### config.mk
export PLATFORM = sky130hd
export DESIGN_NAME = alu_cmd_sequencer_flat
export DESIGN_NICKNAME = d
export VERILOG_FILES = /design/src/rtl/alu_pkg.sv /design/src/rtl/alu_cmd_sequencer_if.sv /design/src/rtl/cmd_fifo.sv /design/src/rtl/alu_cmd_sequencer.sv /design/src/flat_wrapper.sv
export SDC_FILE = /design/constraint.sdc
export NUM_CORES = 1
export LEC_CHECK = 0
export CELL_PAD_IN_SITES_DETAIL_PLACEMENT = 2
export CELL_PAD_IN_SITES_GLOBAL_PLACEMENT = 2
export CORE_UTILIZATION = 44
export CTS_CLUSTER_SIZE = 14
export DETAILED_ROUTE_END_ITERATION = 16
export GPL_TIMING_DRIVEN = 0
export HOLD_SLACK_MARGIN = 0.02
export PLACE_DENSITY_LB_ADDON = 0.15
export SLEW_MARGIN = 10
export SYNTH_ARGS = -nofsm -noshare
export SYNTH_HDL_FRONTEND = slang
export SYNTH_HIERARCHICAL = 1
export SYNTH_SLANG_ARGS = --single-unit
### constraint.sdc
create_clock -name clk -period 6.17 [get_ports clk]
set_input_delay 1.234 -clock clk [delete_from_list [all_inputs] [get_ports clk]]
set_output_delay 1.234 -clock clk [all_outputs]
set_load 0.02 [all_outputs]
### src/rtl/alu_pkg.sv
// Shared definitions for the ALU command path: command word layout,
// opcode encodings and the sequencer state type.
package alu_pkg;

  localparam int CMD_W = 18;

  localparam int OP_MSB = 17;
  localparam int OP_LSB = 16;
  localparam int A_MSB  = 15;
  localparam int A_LSB  = 12;
  localparam int B_MSB  = 11;
  localparam int B_LSB  = 8;
  localparam int C_MSB  = 7;
  localparam int C_LSB  = 4;
  localparam int D_MSB  = 3;
  localparam int D_LSB  = 0;

  localparam logic [1:0] OP_ADD = 2'b00;
  localparam logic [1:0] OP_SUB = 2'b01;
  localparam logic [1:0] OP_MUL = 2'b10;
  localparam logic [1:0] OP_BAD = 2'b11;

  typedef enum logic [1:0] {
    IDLE = 2'd0,
    LOAD = 2'd1,
    WAIT = 2'd2
  } seq_state_t;

  // A word is forwarded to the ALU only if its opcode is one the ALU implements.
  function automatic logic is_legal(input logic [CMD_W-1:0] cmd);
    return cmd[OP_MSB:OP_LSB] != OP_BAD;
  endfunction

endpackage

### src/rtl/alu_cmd_sequencer_if.sv
// Command-side handshake and ALU-side load bus of the sequencer.
// master = producer/ALU observer view, slave = sequencer view.
interface alu_cmd_sequencer_if;
  import alu_pkg::*;

  logic             in_valid;
  logic             in_ready;
  logic [CMD_W-1:0] in_data;
  logic [CMD_W-1:0] alu_data;
  logic             alu_load;

  modport master (
    output in_valid,
    output in_data,
    input  in_ready,
    input  alu_data,
    input  alu_load
  );

  modport slave (
    input  in_valid,
    input  in_data,
    output in_ready,
    output alu_data,
    output alu_load
  );

endinterface

### src/rtl/cmd_fifo.sv
// Synchronous FIFO. Pointers carry one extra wrap bit so full and empty
// are distinguished without a separate occupancy register.
module cmd_fifo #(
  parameter int WIDTH = 18,
  parameter int DEPTH = 4
) (
  input  logic                     clk,
  input  logic                     rst,
  input  logic                     push,
  input  logic [WIDTH-1:0]         wr_data,
  input  logic                     pop,
  output logic [WIDTH-1:0]         rd_data,
  output logic                     full,
  output logic                     empty,
  output logic [$clog2(DEPTH):0]   count
);

  localparam int AW = $clog2(DEPTH);

  logic [WIDTH-1:0] mem [DEPTH];
  logic [AW:0]      wr_ptr;
  logic [AW:0]      rd_ptr;

  // Callers must not push when full nor pop when empty; guard anyway so a
  // stray strobe cannot corrupt the pointers.
  logic do_push;
  logic do_pop;

  // Qualified push/pop strobes.
  always_comb begin
    do_push = push && !full;
    do_pop  = pop && !empty;
  end

  // Pointer registers.
  always_ff @(posedge clk or posedge rst) begin
    if (rst) begin
      wr_ptr <= '0;
      rd_ptr <= '0;
    end else begin
      if (do_push) wr_ptr <= wr_ptr + 1'b1;
      if (do_pop)  rd_ptr <= rd_ptr + 1'b1;
    end
  end

  // Storage needs no reset; contents are only visible through rd_ptr.
  always_ff @(posedge clk) begin
    if (do_push) mem[wr_ptr[AW-1:0]] <= wr_data;
  end

  // Status and head-of-queue read.
  always_comb begin
    count   = wr_ptr - rd_ptr;
    empty   = (wr_ptr == rd_ptr);
    full    = (wr_ptr[AW] != rd_ptr[AW]) && (wr_ptr[AW-1:0] == rd_ptr[AW-1:0]);
    rd_data = mem[rd_ptr[AW-1:0]];
  end

endmodule

### src/rtl/alu_cmd_sequencer.sv
// Buffers ALU commands, drops illegal opcodes, and issues the rest to the
// ALU as a held data word plus a one-cycle load pulse, spaced by GAP idle
// cycles so the ALU finishes each operation first.
//
// state | meaning
// IDLE  | nothing issued recently; pops as soon as the FIFO is non-empty
// LOAD  | alu_load high for this single cycle; gap timer armed to GAP-1
// WAIT  | gap timer counting down; at zero pop next command or fall idle
module alu_cmd_sequencer
  import alu_pkg::*;
#(
  parameter int DEPTH = 4,
  parameter int GAP   = 8
) (
  input  logic                    clk,
  input  logic                    rst,
  alu_cmd_sequencer_if.slave      bus,
  output logic                    busy,
  output logic                    err,
  output logic [7:0]              err_count,
  output logic [$clog2(DEPTH):0]  count
);

  localparam int GW = (GAP > 1) ? $clog2(GAP) : 1;

  seq_state_t       state;
  seq_state_t       state_nxt;
  logic [GW-1:0]    gap_cnt;
  logic             pop;
  logic             push;
  logic             accept;
  logic             full;
  logic             empty;
  logic [CMD_W-1:0] head;

  cmd_fifo #(
    .WIDTH (CMD_W),
    .DEPTH (DEPTH)
  ) u_fifo (
    .clk     (clk),
    .rst     (rst),
    .push    (push),
    .wr_data (bus.in_data),
    .pop     (pop),
    .rd_data (head),
    .full    (full),
    .empty   (empty),
    .count   (count)
  );

  // Intake: ready depends on occupancy only; illegal words are accepted but not stored.
  always_comb begin
    bus.in_ready = !full;
    accept       = bus.in_valid && !full;
    push         = accept && is_legal(bus.in_data);
  end

  // State register.
  always_ff @(posedge clk or posedge rst) begin
    if (rst) state <= IDLE;
    else     state <= state_nxt;
  end

  // Next-state, pop decision and load strobe.
  always_comb begin
    state_nxt    = state;
    pop          = 1'b0;
    bus.alu_load = 1'b0;
    case (state)
      IDLE: begin
        if (!empty) begin
          pop       = 1'b1;
          state_nxt = LOAD;
        end
      end
      LOAD: begin
        bus.alu_load = 1'b1;
        state_nxt    = WAIT;
      end
      WAIT: begin
        if (gap_cnt == '0) begin
          if (!empty) begin
            pop       = 1'b1;
            state_nxt = LOAD;
          end else begin
            state_nxt = IDLE;
          end
        end
      end
      default: state_nxt = IDLE;
    endcase
  end

  // Gap down-counter: armed in LOAD, decremented while waiting.
  always_ff @(posedge clk or posedge rst) begin
    if (rst) begin
      gap_cnt <= '0;
    end else if (state == LOAD) begin
      gap_cnt <= GW'(GAP - 1);
    end else if (state == WAIT && gap_cnt != '0) begin
      gap_cnt <= gap_cnt - 1'b1;
    end
  end

  // ALU data word changes only when a command is popped.
  always_ff @(posedge clk or posedge rst) begin
    if (rst)      bus.alu_data <= '0;
    else if (pop) bus.alu_data <= head;
  end

  // Illegal-opcode flag and saturating reject counter.
  always_ff @(posedge clk or posedge rst) begin
    if (rst) begin
      err       <= 1'b0;
      err_count <= '0;
    end else begin
      err <= accept && !is_legal(bus.in_data);
      if (accept && !is_legal(bus.in_data) && err_count != 8'hFF)
        err_count <= err_count + 8'd1;
    end
  end

  // Busy whenever work is in flight or queued.
  always_comb begin
    busy = (state != IDLE) || !empty;
  end

endmodule

### src/flat_wrapper.sv
// flat-port wrapper written by rule: the top's interface ports become plain ports
module alu_cmd_sequencer_flat import alu_pkg::*;
#(
  parameter int DEPTH = 4,
  parameter int GAP   = 8
)
  (clk, rst, busy, err, err_count, count, bus_in_valid, bus_in_data, bus_in_ready, bus_alu_data, bus_alu_load);
  alu_cmd_sequencer_if bus_i ();
  input  logic clk;
  input  logic rst;
  output logic busy;
  output logic err;
  output logic [7:0] err_count;
  output logic [$clog2(DEPTH):0] count;
  input wire logic [$bits(bus_i.in_valid)-1:0] bus_in_valid;
  input wire logic [$bits(bus_i.in_data)-1:0] bus_in_data;
  output wire logic [$bits(bus_i.in_ready)-1:0] bus_in_ready;
  output wire logic [$bits(bus_i.alu_data)-1:0] bus_alu_data;
  output wire logic [$bits(bus_i.alu_load)-1:0] bus_alu_load;
  assign bus_i.in_valid = bus_in_valid;
  assign bus_i.in_data = bus_in_data;
  assign bus_in_ready = bus_i.in_ready;
  assign bus_alu_data = bus_i.alu_data;
  assign bus_alu_load = bus_i.alu_load;
  alu_cmd_sequencer #(.DEPTH(DEPTH), .GAP(GAP)) u_core (.clk(clk), .rst(rst), .bus(bus_i), .busy(busy), .err(err), .err_count(err_count), .count(count));
endmodule
==> impl_metrics.json, run 1 <==
{
  "crit_path_max_fanout": 10,
  "dr_wl_met3_um": 183,
  "cts_made_buffers": 9,
  "leakagePower_nw": 2.00,
  "r2r_cells": 8,
  "root_buffer": "clkbuf_8",
  "dp_cells": 434,
  "wl_per_cell_um": 20.3,
  "tns_ns": 0,
  "synth_cells": 248,
  "initialDrtViolationCount": 86,
  "fin_crit_ns": 4.19,
  "max_freq_mhz": 239,
  "syn_area_per_cell_um2": 18.2,
  "syn_nets": 280,
  "port_buffers": 53,
  "drc": 0,
  "cts_setup_buffers": 0,
  "clk_latency_ns": 0.36,
  "chipWidth_um": 103,
  "cts_max_path_buffers": 2,
  "synth-edff-count": 72,
  "die_y_um": 103,
  "hold_buffers": 0,
  "hold_viol_final": 0,
  "detail_route.first_pass.iterations": 4,
  "met2_length_um": 4840,
  "syn_area_mm2": 0.00450,
  "max-cap-violations": 0,
  "antenna_found_initial": 0,
  "core_mm2": 0.00986,
  "critical_path_required_ns": 4.94,
  "vias": 2333,
  "rows": 36,
  "grt_pass1_wl_um": 14400,
  "holdPathStages": 1,
  "io_pins": 54,
  "skew_ns": 0.00966,
  "area_growth_pct": 19.5,
  "post_cts_resized": 0,
  "cts.sinks": 110,
  "final_cell_count_no_fill": 450,
  "initial_core_util_pct": 45.7,
  "ys_types": 38,
  "drt-met1-wl_um": 4030,
  "worst_pin_slew_ns": 1.04,
  "synth.yosys.seq_area_share_pct": 69.1,
  "drv_slew": 0,
  "clk_pin_slew_ns": 0.10,
  "synth.ff_latch_count": 110,
  "htreeDepth": 3,
  "ys_warn_count": 6,
  "p_per_area_mw_per_mm2": 527,
  "grt_setup_unrepaired": "false",
  "synth_ff_type": "edfxtp_1",
  "die_area_mm2": 0.0106,
  "tritoncts": "done",
  "postLayoutCellArea_mm2": 0.00538,
  "dp.final_hpwl_um": 6370,
  "grt_pass1_vias": 2622,
  "slew_headroom_pct": 31.0,
  "nNetsFinal": 344,
  "synthArstFlopShare_pct": 34.5,
  "grt-ovfl-total": 0,
  "ir_drop_uv": 283,
  "start_kind": "register",
  "finalSetupViolCount": 0,
  "drive_gt1_share_pct": 22.7,
  "outcome": "complete, no violations",
  "postPlaceCellArea_mm2": 0.00520,
  "cp.arrival_ns": 2.95,
  "postRouteAntennaNets": 0,
  "drt-vias-per-instance": 5.18,
  "timing_worst_setup_path_type": "register to primary output",
  "holdCritPathClass": "register to register",
  "grt_max_degree": 33,
  "routed.top_layer": "met4",
  "globalplace.congestion": 0.667,
  "diodes": 0,
  "end_kind": "primary output",
  "track_usage_pct": 19.2,
  "wl_um": 9150,
  "period_share_pct": 67.9
}
-- Yosys cell counts (2+ instances only) --
cell,number,area [µm²]
nand3_1,3,15.0
nand2_1,8,30.0
mux4_2,18,405
mux2_4,11,165
o21ai_0,5,25.0
edfxtp_1,72,2160
and3_1,6,37.5
o22a_1,2,17.5
nor2_1,7,26.3
clkbuf_1,3,11.3
nand4_1,3,18.8
a21oi_1,4,20.0
a31oi_1,2,12.5
ha_1,10,125
mux2_2,13,146
inv_1,15,56.3
nor3_1,2,10.0
dfrtp_1,38,951
xnor2_1,6,52.6
buf_6,2,22.5
-- per-layer routing --
layer | up-vias | track usage (%)
li1 | 1073 | -
met1 | 1214 | 24.7
met2 | 39 | 33.9
met3 | 7 | 2.82
met4 | 0 | 6.18
met5 | - | 0
-- per-stage QoR --
| stage | hold WS, ns | util, % | worst slack [ns] | power, mW |
|---|---|---|---|---|
| final | 0.518 | 54.6 | 1.98 | 2.84 |
| after detailed placement | 0.496 | 52.7 | 2.35 | 2.48 |
| after CTS | 0.527 | 54.6 | 1.90 | 2.89 |
| after global placement | 0.492 | 52.7 | 2.36 | 2.41 |
| after global routing | 0.541 | 54.6 | 1.71 | 3.01 |
| after floorplan | 0.497 | - | 3.25 | 2.00 |
-- cell usage in the layout (no fill, tap or decap), types with 4 or more instances in the layout --
cell type	instances
mux2_2	13
inv_1	14
nand2_1	8
a21oi_1	4
dfrtp_1	38
clkbuf_8	9
ha_1	10
xnor2_1	6
edfxtp_1	72
clkdlybuf4s50_1	53
o21ai_0	5
nor2_1	7
mux4_2	18
mux2_4	11
and3_1	6
-- flip-flops by register name (all words and copies together) (netlist names) --
| register | flops |
|---|---|
| u_core/u_fifo/mem | 72 |
| u_core/bus.alu_data | 18 |
| u_core/err_count | 8 |
| u_core/gap_cnt | 3 |
| u_core/u_fifo/rd_ptr | 3 |
| u_core/u_fifo/wr_ptr | 3 |
| u_core/state | 2 |
| u_core/err | 1 |
-- power breakdown --
group          switching (mW)  total (mW)  internal [mW]
sequential              0.120        1.13           1.01
combinational           0.640        1.30          0.664
clock                   0.251       0.404          0.153
total                    1.01        2.84           1.82
-- worst max-delay path, cell delays in order (launching register included) --
cell and delay [ns]:
dfrtp_1 0.38, clkbuf_1 0.46, inv_1 0.16, ha_1 0.43, nand2_1 0.15, nor2_1 0.36, nand2_1 0.09, clkdlybuf4s50_1 0.56
-- layout make-up --
type,count,area (µm²)
fill,852,4480
sequential,110,3110
multi-input combinational,116,1270
timing repair buffer,53,531
tap,133,166
clock buffer,9,124
buffer,7,61.3
clock inverter,7,58.8
inverter,15,56.3
-- logic make-up (layout without fill, tap and decap cells) --
kind of cell	after synthesis	after routing	synth area share, %
buffers and inverters	22	91	2.61
multiplexers	42	42	15.9
adder cells (fa/ha/maj)	11	11	3.22
AO/OA/AOI/OAI	18	18	2.64
flip-flops	110	110	69.1
XOR/XNOR	8	8	1.72
AND/OR/NAND/NOR	37	37	4.78
-- worst paths after layout --
check	start	to	slack [ns]
max	u_core/u_fifo/rd_ptr[1]$_DFFE_PP0P_	busy	1.98
min	u_core/bus.alu_data[3]$_DFFE_PP0P_	u_core/bus.alu_data[3]$_DFFE_PP0P_	0.52
max reg2reg	u_core/u_fifo/rd_ptr[1]$_DFFE_PP0P_	u_core/u_fifo/mem[1][14]$_DFFE_PP_	2.91
min reg2reg	u_core/bus.alu_data[3]$_DFFE_PP0P_	u_core/bus.alu_data[3]$_DFFE_PP0P_	0.52
max in group asynchronous	rst	u_core/bus.alu_data[9]$_DFFE_PP0P_	4.30
min in group asynchronous	rst	u_core/u_fifo/wr_ptr[0]$_DFFE_PP0P_	1.14
Note: power is estimated with default switching activity, not from simulation.
==> run 2, diff against run 1 <==
--- a/config.mk
+++ b/config.mk
@@ -7,7 +7,7 @@
 export LEC_CHECK = 0
 export CELL_PAD_IN_SITES_DETAIL_PLACEMENT = 2
 export CELL_PAD_IN_SITES_GLOBAL_PLACEMENT = 2
-export CORE_UTILIZATION = 44
+export CORE_UTILIZATION = 37
 export CTS_CLUSTER_SIZE = 14
 export DETAILED_ROUTE_END_ITERATION = 16
 export GPL_TIMING_DRIVEN = 0
==> constraint.sdc (replaced) <==
create_clock -name clk -period 3.42 [get_ports clk]
set_input_delay 0.684 -clock clk [delete_from_list [all_inputs] [get_ports clk]]
set_output_delay 0.684 -clock clk [all_outputs]
set_load 0.02 [all_outputs]
==> run 2 against run 1 <==
  * Clock skew shrank 0.0029 ns
  * Critical endpoint unchanged
  * Highest routed layer unchanged
  * Cell count grew 2.4%
  * Clock power grew 140%
  * Design area grew 2.7%
  * The flow now finishes with violations (DRC)
  * Die area grew 19%
==> impl_metrics.json, run 2 (same netlist as run 1, synthesis figures left out) <==
{
  "outcome": "finished, violations left",
  "violations": "DRC",
  "wl_per_cell_um": 20.2,
  "drc": 2,
  "p_per_area_mw_per_mm2": 977,
  "slew_headroom_pct": 29.2,
  "hold_path_startpoint": "u_core/bus.alu_data[3]$_DFFE_PP0P_",
  "final_common_cell": "edfxtp_1",
  "vias": 2352,
  "final_cell_count_no_fill": 461,
  "dp.final_hpwl_um": 6140,
  "worst_pin_slew_ns": 1.06,
  "grt-ovfl-total": 0,
  "timing_worst_setup_path_type": "register to primary output",
  "r2r_cells": 8,
  "postRouteAntennaNets": 0,
  "skew_ns": 0.00676,
  "end_kind": "primary output",
  "die_area_mm2": 0.0126,
  "holdCritPathClass": "register to register",
  "globalplace.congestion": 0.709,
  "max-cap-violations": 0,
  "cts_max_path_buffers": 2,
  "crit_path_max_fanout": 10,
  "dp_cells": 445,
  "ir_drop_uv": 471,
  "chipWidth_um": 112,
  "drive_gt1_share_pct": 23.6,
  "startpoint": "u_core/u_fifo/rd_ptr[1]$_DFFE_PP0P_",
  "core_mm2": 0.0117,
  "cts_setup_buffers": 0,
  "regToRegStartpoint": "u_core/u_fifo/rd_ptr[1]$_DFFE_PP0P_",
  "wl_um": 9300,
  "die_y_um": 112,
  "clk_pin_slew_ns": 0.07,
  "root_buffer": "clkbuf_16",
  "rows": 39,
  "port_buffers": 53,
  "setup_slack_ns": 0.180,
  "grt_max_degree": 19,
  "period_share_pct": 94.7,
  "max_freq_mhz": 309,
  "nFillCells": 1079,
  "timing.rr.end": "u_core/u_fifo/mem[3][17]$_DFFE_PP_",
  "finalSetupViolCount": 0,
  "tritoncts": "done",
  "critical_path_required_ns": 2.74,
  "detail_route.first_pass.iterations": 10,
  "grt_setup_unrepaired": "false",
  "antenna_found_initial": 0,
  "drv_slew": 0,
  "cts.sinks": 110,
  "hold_viol_final": 0,
  "io_pins": 54,
  "largest_register_ffs": 72,
  "clk_latency_ns": 0.35,
  "diodes": 0,
  "htreeDepth": 3,
  "grt_pass1_vias": 2673,
  "grt_pass1_wl_um": 15200,
  "initialDrtViolationCount": 90,
  "area_growth_pct": 22.8,
  "hold_buffers": 0,
  "setup.worst_path.end": "busy",
  "track_usage_pct": 16.7,
  "leakagePower_nw": 2.06,
  "start_kind": "register",
  "initial_core_util_pct": 38.6,
  "nNetsFinal": 345,
  "drt-vias-per-instance": 5.10,
  "cts_made_buffers": 9,
  "fin_crit_ns": 3.24,
  "timing.hold.ws_ns": 0.514,
  "mostFrequentLayoutCells": "72 x edfxtp_1, 53 x clkdlybuf4s50_1, 38 x dfrtp_1, 18 x mux4_2, 14 x inv_1",
  "regToRegSetupSlack_ns": 0.30,
  "place_ws_ns": -0.0840,
  "cp.arrival_ns": 2.56,
  "tns_ns": 0
}
## run 2: critical path, stage by stage (launching register included)
cell	delay, ns
dfrtp_1	0.38
buf_2	0.32
inv_1	0.13
ha_1	0.38
nand2_1	0.15
nor2_2	0.22
nand2_1	0.09
clkdlybuf4s50_1	0.55
## run 2: cell type report
| type | count | area [µm²] | area share (%) |
|---|---|---|---|
| Buffer | 7 | 62.6 | 1.13 |
| Clock buffer | 11 | 243 | 4.39 |
| Clock inverter | 5 | 41.3 | 0.747 |
| Inverter | 15 | 56.3 | 1.02 |
| Multi-Input combinational cell | 116 | 1280 | 23.1 |
| Sequential cell | 110 | 3110 | 56.3 |
| Tap cell | 143 | 179 | 3.24 |
| Timing Repair Buffer | 54 | 558 | 10.1 |
## run 2: per-layer routing
layer,GRT usage (%),up-vias,wire (µm)
met4,6.58,0,156
met3,3.83,10,245
li1,-,1066,-
met5,0,-,0
met2,28.7,35,4950
met1,20.4,1241,3950
## run 2: worst min path at each step
stage	to	slack, ns	cells past startpoint
after floorplan	u_core/u_fifo/rd_ptr[0]$_DFFE_PP0P_	0.47	1
after global placement	u_core/bus.alu_data[13]$_DFFE_PP0P_	0.49	1
after detailed placement	u_core/bus.alu_data[2]$_DFFE_PP0P_	0.50	1
after CTS	u_core/bus.alu_data[2]$_DFFE_PP0P_	0.52	1
after global routing	u_core/bus.alu_data[11]$_DFFE_PP0P_	0.53	1
final	u_core/bus.alu_data[3]$_DFFE_PP0P_	0.51	1
## run 2: power breakdown
| part | switching [mW] | total, mW | leakage (nW) | internal (mW) |
|---|---|---|---|---|
| Clock | 0.468 | 0.989 | 0.138 | 0.522 |
| Combinational | 1.17 | 2.37 | 0.822 | 1.21 |
| Sequential | 0.218 | 2.04 | 1.10 | 1.82 |
## run 2: repair_timing
action | 4_1_cts | 5_1_grt
endpoints found under the setup margin | 75 | 27
gates cloned | 0 | 0
resized for setup | 1 | 3
## run 2: metrics by stage
step	total power, mW	instance area, µm²	util (%)
after floorplan	3.60	4500	-
after global placement	4.37	5210	44.7
after detailed placement	4.47	5240	44.9
after CTS	5.50	5530	47.4
after global routing	5.73	5530	47.4
final	5.40	5530	47.4
==> run 3, diff against run 2 <==
--- a/config.mk
+++ b/config.mk
@@ -5,9 +5,10 @@
 export SDC_FILE = /design/constraint.sdc
 export NUM_CORES = 1
 export LEC_CHECK = 0
+export ABC_AREA = 1
 export CELL_PAD_IN_SITES_DETAIL_PLACEMENT = 2
 export CELL_PAD_IN_SITES_GLOBAL_PLACEMENT = 2
-export CORE_UTILIZATION = 37
+export CORE_UTILIZATION = 33
 export CTS_CLUSTER_SIZE = 14
 export DETAILED_ROUTE_END_ITERATION = 16
 export GPL_TIMING_DRIVEN = 0
==> run 3 against run 2 <==
  * The flow now finishes without violations
  * Combinational power increased by 3%
  * Clock skew about the same
  * Count of clock-buffer cells in the layout is 1 higher
  * Sequential power shrank 3%
  * Via count increased by 38%
  * Synthesized area rose by 3.2%
  * Power about the same
  * Utilization fell by 5.5 points
  * Critical endpoint unchanged
  * Largest cell class unchanged
  * Largest power group unchanged
  * Highest routed layer unchanged
==> impl_metrics.json, run 3 <==
{
  "leakagePower_nw": 2.34,
  "chipWidth_um": 121,
  "synthArstFlopShare_pct": 34.5,
  "fin_crit_ns": 3.26,
  "rows": 43,
  "nNetsFinal": 520,
  "drive_gt1_share_pct": 12.0,
  "clk_latency_ns": 0.35,
  "ys_types": 27,
  "port_buffers": 53,
  "syn_nets": 449,
  "end_kind": "primary output",
  "postRouteAntennaNets": 0,
  "start_kind": "register",
  "core_mm2": 0.0138,
  "finalSetupViolCount": 0,
  "detail_route.first_pass.iterations": 4,
  "drt-vias-per-instance": 4.84,
  "power_switching_mw": 2.15,
  "die_area_mm2": 0.0146,
  "period_share_pct": 95.2,
  "synth-edff-count": 72,
  "tns_ns": 0,
  "max_freq_mhz": 307,
  "p_seq_share_pct": 36.4,
  "synth.area.top_cells": "edfxtp_1 47%, dfrtp_1 20%, nand2_1 8.6%",
  "synthTopCellsByCount": "107 x nand2_1, 72 x edfxtp_1, 49 x nor2_1, 38 x dfrtp_1, 32 x o21ai_0",
  "hold_viol_final": 0,
  "skew_ns": 0.00685,
  "critical_path_required_ns": 2.74,
  "mostFrequentLayoutCells": "107 x nand2_1, 72 x edfxtp_1, 53 x clkdlybuf4s50_1, 45 x nor2_1, 38 x dfrtp_1",
  "die_y_um": 121,
  "outcome": "complete, no violations",
  "dp.final_hpwl_um": 8350,
  "syn_area_per_cell_um2": 11.1,
  "wl_per_cell_um": 17.7,
  "grt_pass1_wl_um": 19500,
  "io_pins": 54,
  "synth.top_cell.area_share_pct": 46.5,
  "cts_made_buffers": 9,
  "globalplace.congestion": 0.723,
  "drv_slew": 0,
  "synth_cells": 417,
  "initialDrtViolationCount": 91,
  "grt-ovfl-total": 0,
  "holdCritPathClass": "register to register",
  "cts_max_path_buffers": 2,
  "max-cap-violations": 0,
  "slew_headroom_pct": 52.1,
  "cp.arrival_ns": 2.57,
  "p_per_area_mw_per_mm2": 932,
  "antenna_found_initial": 0,
  "syn_area_mm2": 0.00465,
  "root_buffer": "clkbuf_16",
  "pwr-share-comb_pct": 45.3,
  "htreeDepth": 3,
  "switching_share_pct": 39.7,
  "ys_warn_count": 6,
  "synth.ff_latch_count": 110,
  "grt_pass1_vias": 3601,
  "area_growth_pct": 24.6,
  "synth.yosys.seq_area_share_pct": 67.0,
  "yosysMostFrequentCell": "nand2_1",
  "cts.sinks": 110,
  "tritoncts": "done",
  "diodes": 0,
  "clockPowerShare_pct": 18.3,
  "ir_drop_uv": 404,
  "synth_ff_type": "edfxtp_1",
  "crit_path_max_fanout": 11,
  "clk_pin_slew_ns": 0.07,
  "initial_core_util_pct": 33.6,
  "worst_pin_slew_ns": 0.718,
  "wl_um": 11900,
  "nFillCells": 1432,
  "track_usage_pct": 18.1,
  "grt_max_degree": 25,
  "timing.hold.ws_ns": 0.478,
  "vias": 3256,
  "synth_top_area_cell": "edfxtp_1",
  "timing_worst_setup_path_type": "register to primary output",
  "final_common_cell": "nand2_1",
  "largest_register_ffs": 72,
  "power.internal_mw": 3.26,
  "drc": 0
}
## run 3: cell count changes in the layout (fill, tap and decap cells not counted), moves of 6 or more
cell	before	now
inv_1	14	25
mux2_2	13	0
mux2_4	11	0
mux4_2	18	0
nand2_1	8	107
nand2_2	0	7
nand3_1	3	14
nor2_1	6	45
o21ai_0	5	32
o21ai_1	0	6
o22ai_1	0	18
## run 3: logic make-up (layout without fill, tap and decap cells)
group | count (synthesis) | after routing | share of synthesized area, %
simple gates | 185 | 185 | 16.7
flops | 110 | 110 | 67.0
compound gates | 58 | 58 | 6.78
buf+inv | 47 | 123 | 5.36
fa+ha+maj | 11 | 11 | 3.12
xor+xnor | 6 | 6 | 1.13
## run 3: area by class of cell
cell class | instances | area (µm²) | share of cell area, %
Buffer | 14 | 123 | 2.12
Clock buffer | 12 | 256 | 4.43
Clock inverter | 4 | 21.3 | 0.367
Inverter | 33 | 133 | 2.29
Multi-Input combinational cell | 260 | 1300 | 22.4
Sequential cell | 110 | 3110 | 53.7
Tap cell | 180 | 225 | 3.89
Timing Repair Buffer | 60 | 626 | 10.8
## run 3: worst paths after layout
| kind | from | endpoint | slack [ns] | cells after the start |
|---|---|---|---|---|
| max | u_core/u_fifo/rd_ptr[1]$_DFFE_PP0P_ | busy | 0.16 | 9 |
| min | u_core/bus.alu_data[6]$_DFFE_PP0P_ | u_core/bus.alu_data[6]$_DFFE_PP0P_ | 0.48 | 2 |
| max reg2reg | u_core/u_fifo/rd_ptr[1]$_DFFE_PP0P_ | u_core/u_fifo/mem[2][15]$_DFFE_PP_ | 0.31 | 13 |
| min reg2reg | u_core/bus.alu_data[6]$_DFFE_PP0P_ | u_core/bus.alu_data[6]$_DFFE_PP0P_ | 0.48 | 2 |
| max in group asynchronous | rst | u_core/gap_cnt[2]$_DFFE_PP0P_ | 2.36 | 3 |
| min in group asynchronous | rst | u_core/err_count[7]$_DFFE_PP0P_ | 0.62 | 2 |
## run 3: critical path, cell delays in order, from the launching register on
cell and delay [ns]:
dfrtp_1 0.44, clkinvlp_4 0.14, buf_4 0.21, ha_1 0.28, nand2_1 0.05, inv_1 0.12
nand3_2 0.15, inv_1 0.20, nand3_1 0.10, clkdlybuf4s50_1 0.54
## run 3: repair_timing
item                                    in CTS  in global routing
hold buffers                                 0                  0
resized for setup                            1                  1
setup buffers                                0                  2
endpoints found under the setup margin      10                 30
## run 3: power groups by stage
stage	clock [mW]	combinational (mW)	sequential (mW)
finish	0.989	2.45	1.97
global route	1.06	2.74	2.01
CTS	1.02	2.50	1.97
detailed placement	0	2.47	2.00
global placement	0	2.34	1.98
floorplan	0	1.35	2.11
## run 3: metrics by stage
step	std cells	util, %	worst slack (ns)	total power, mW	instance area, µm²
global route	673	41.9	-0.00135	5.81	5790
detailed placement	655	39.7	0.00224	4.47	5500
finish	673	41.9	0.163	5.40	5790
floorplan	417	-	0.427	3.45	4650
global placement	650	39.1	-0.741	4.32	5410
CTS	671	41.8	0.0331	5.49	5780
## run 3: layer usage
metal | GRT usage (%) | vias to the layer above | share of wire (%) | wire length (µm)
met5 | 0 | - | 0 | 0
li1 | - | 1538 | - | -
met4 | 7.64 | 0 | 2.1 | 248
met2 | 30.9 | 52 | 50 | 6010
met1 | 22.9 | 1652 | 45 | 5350
met3 | 2.78 | 14 | 2.6 | 305
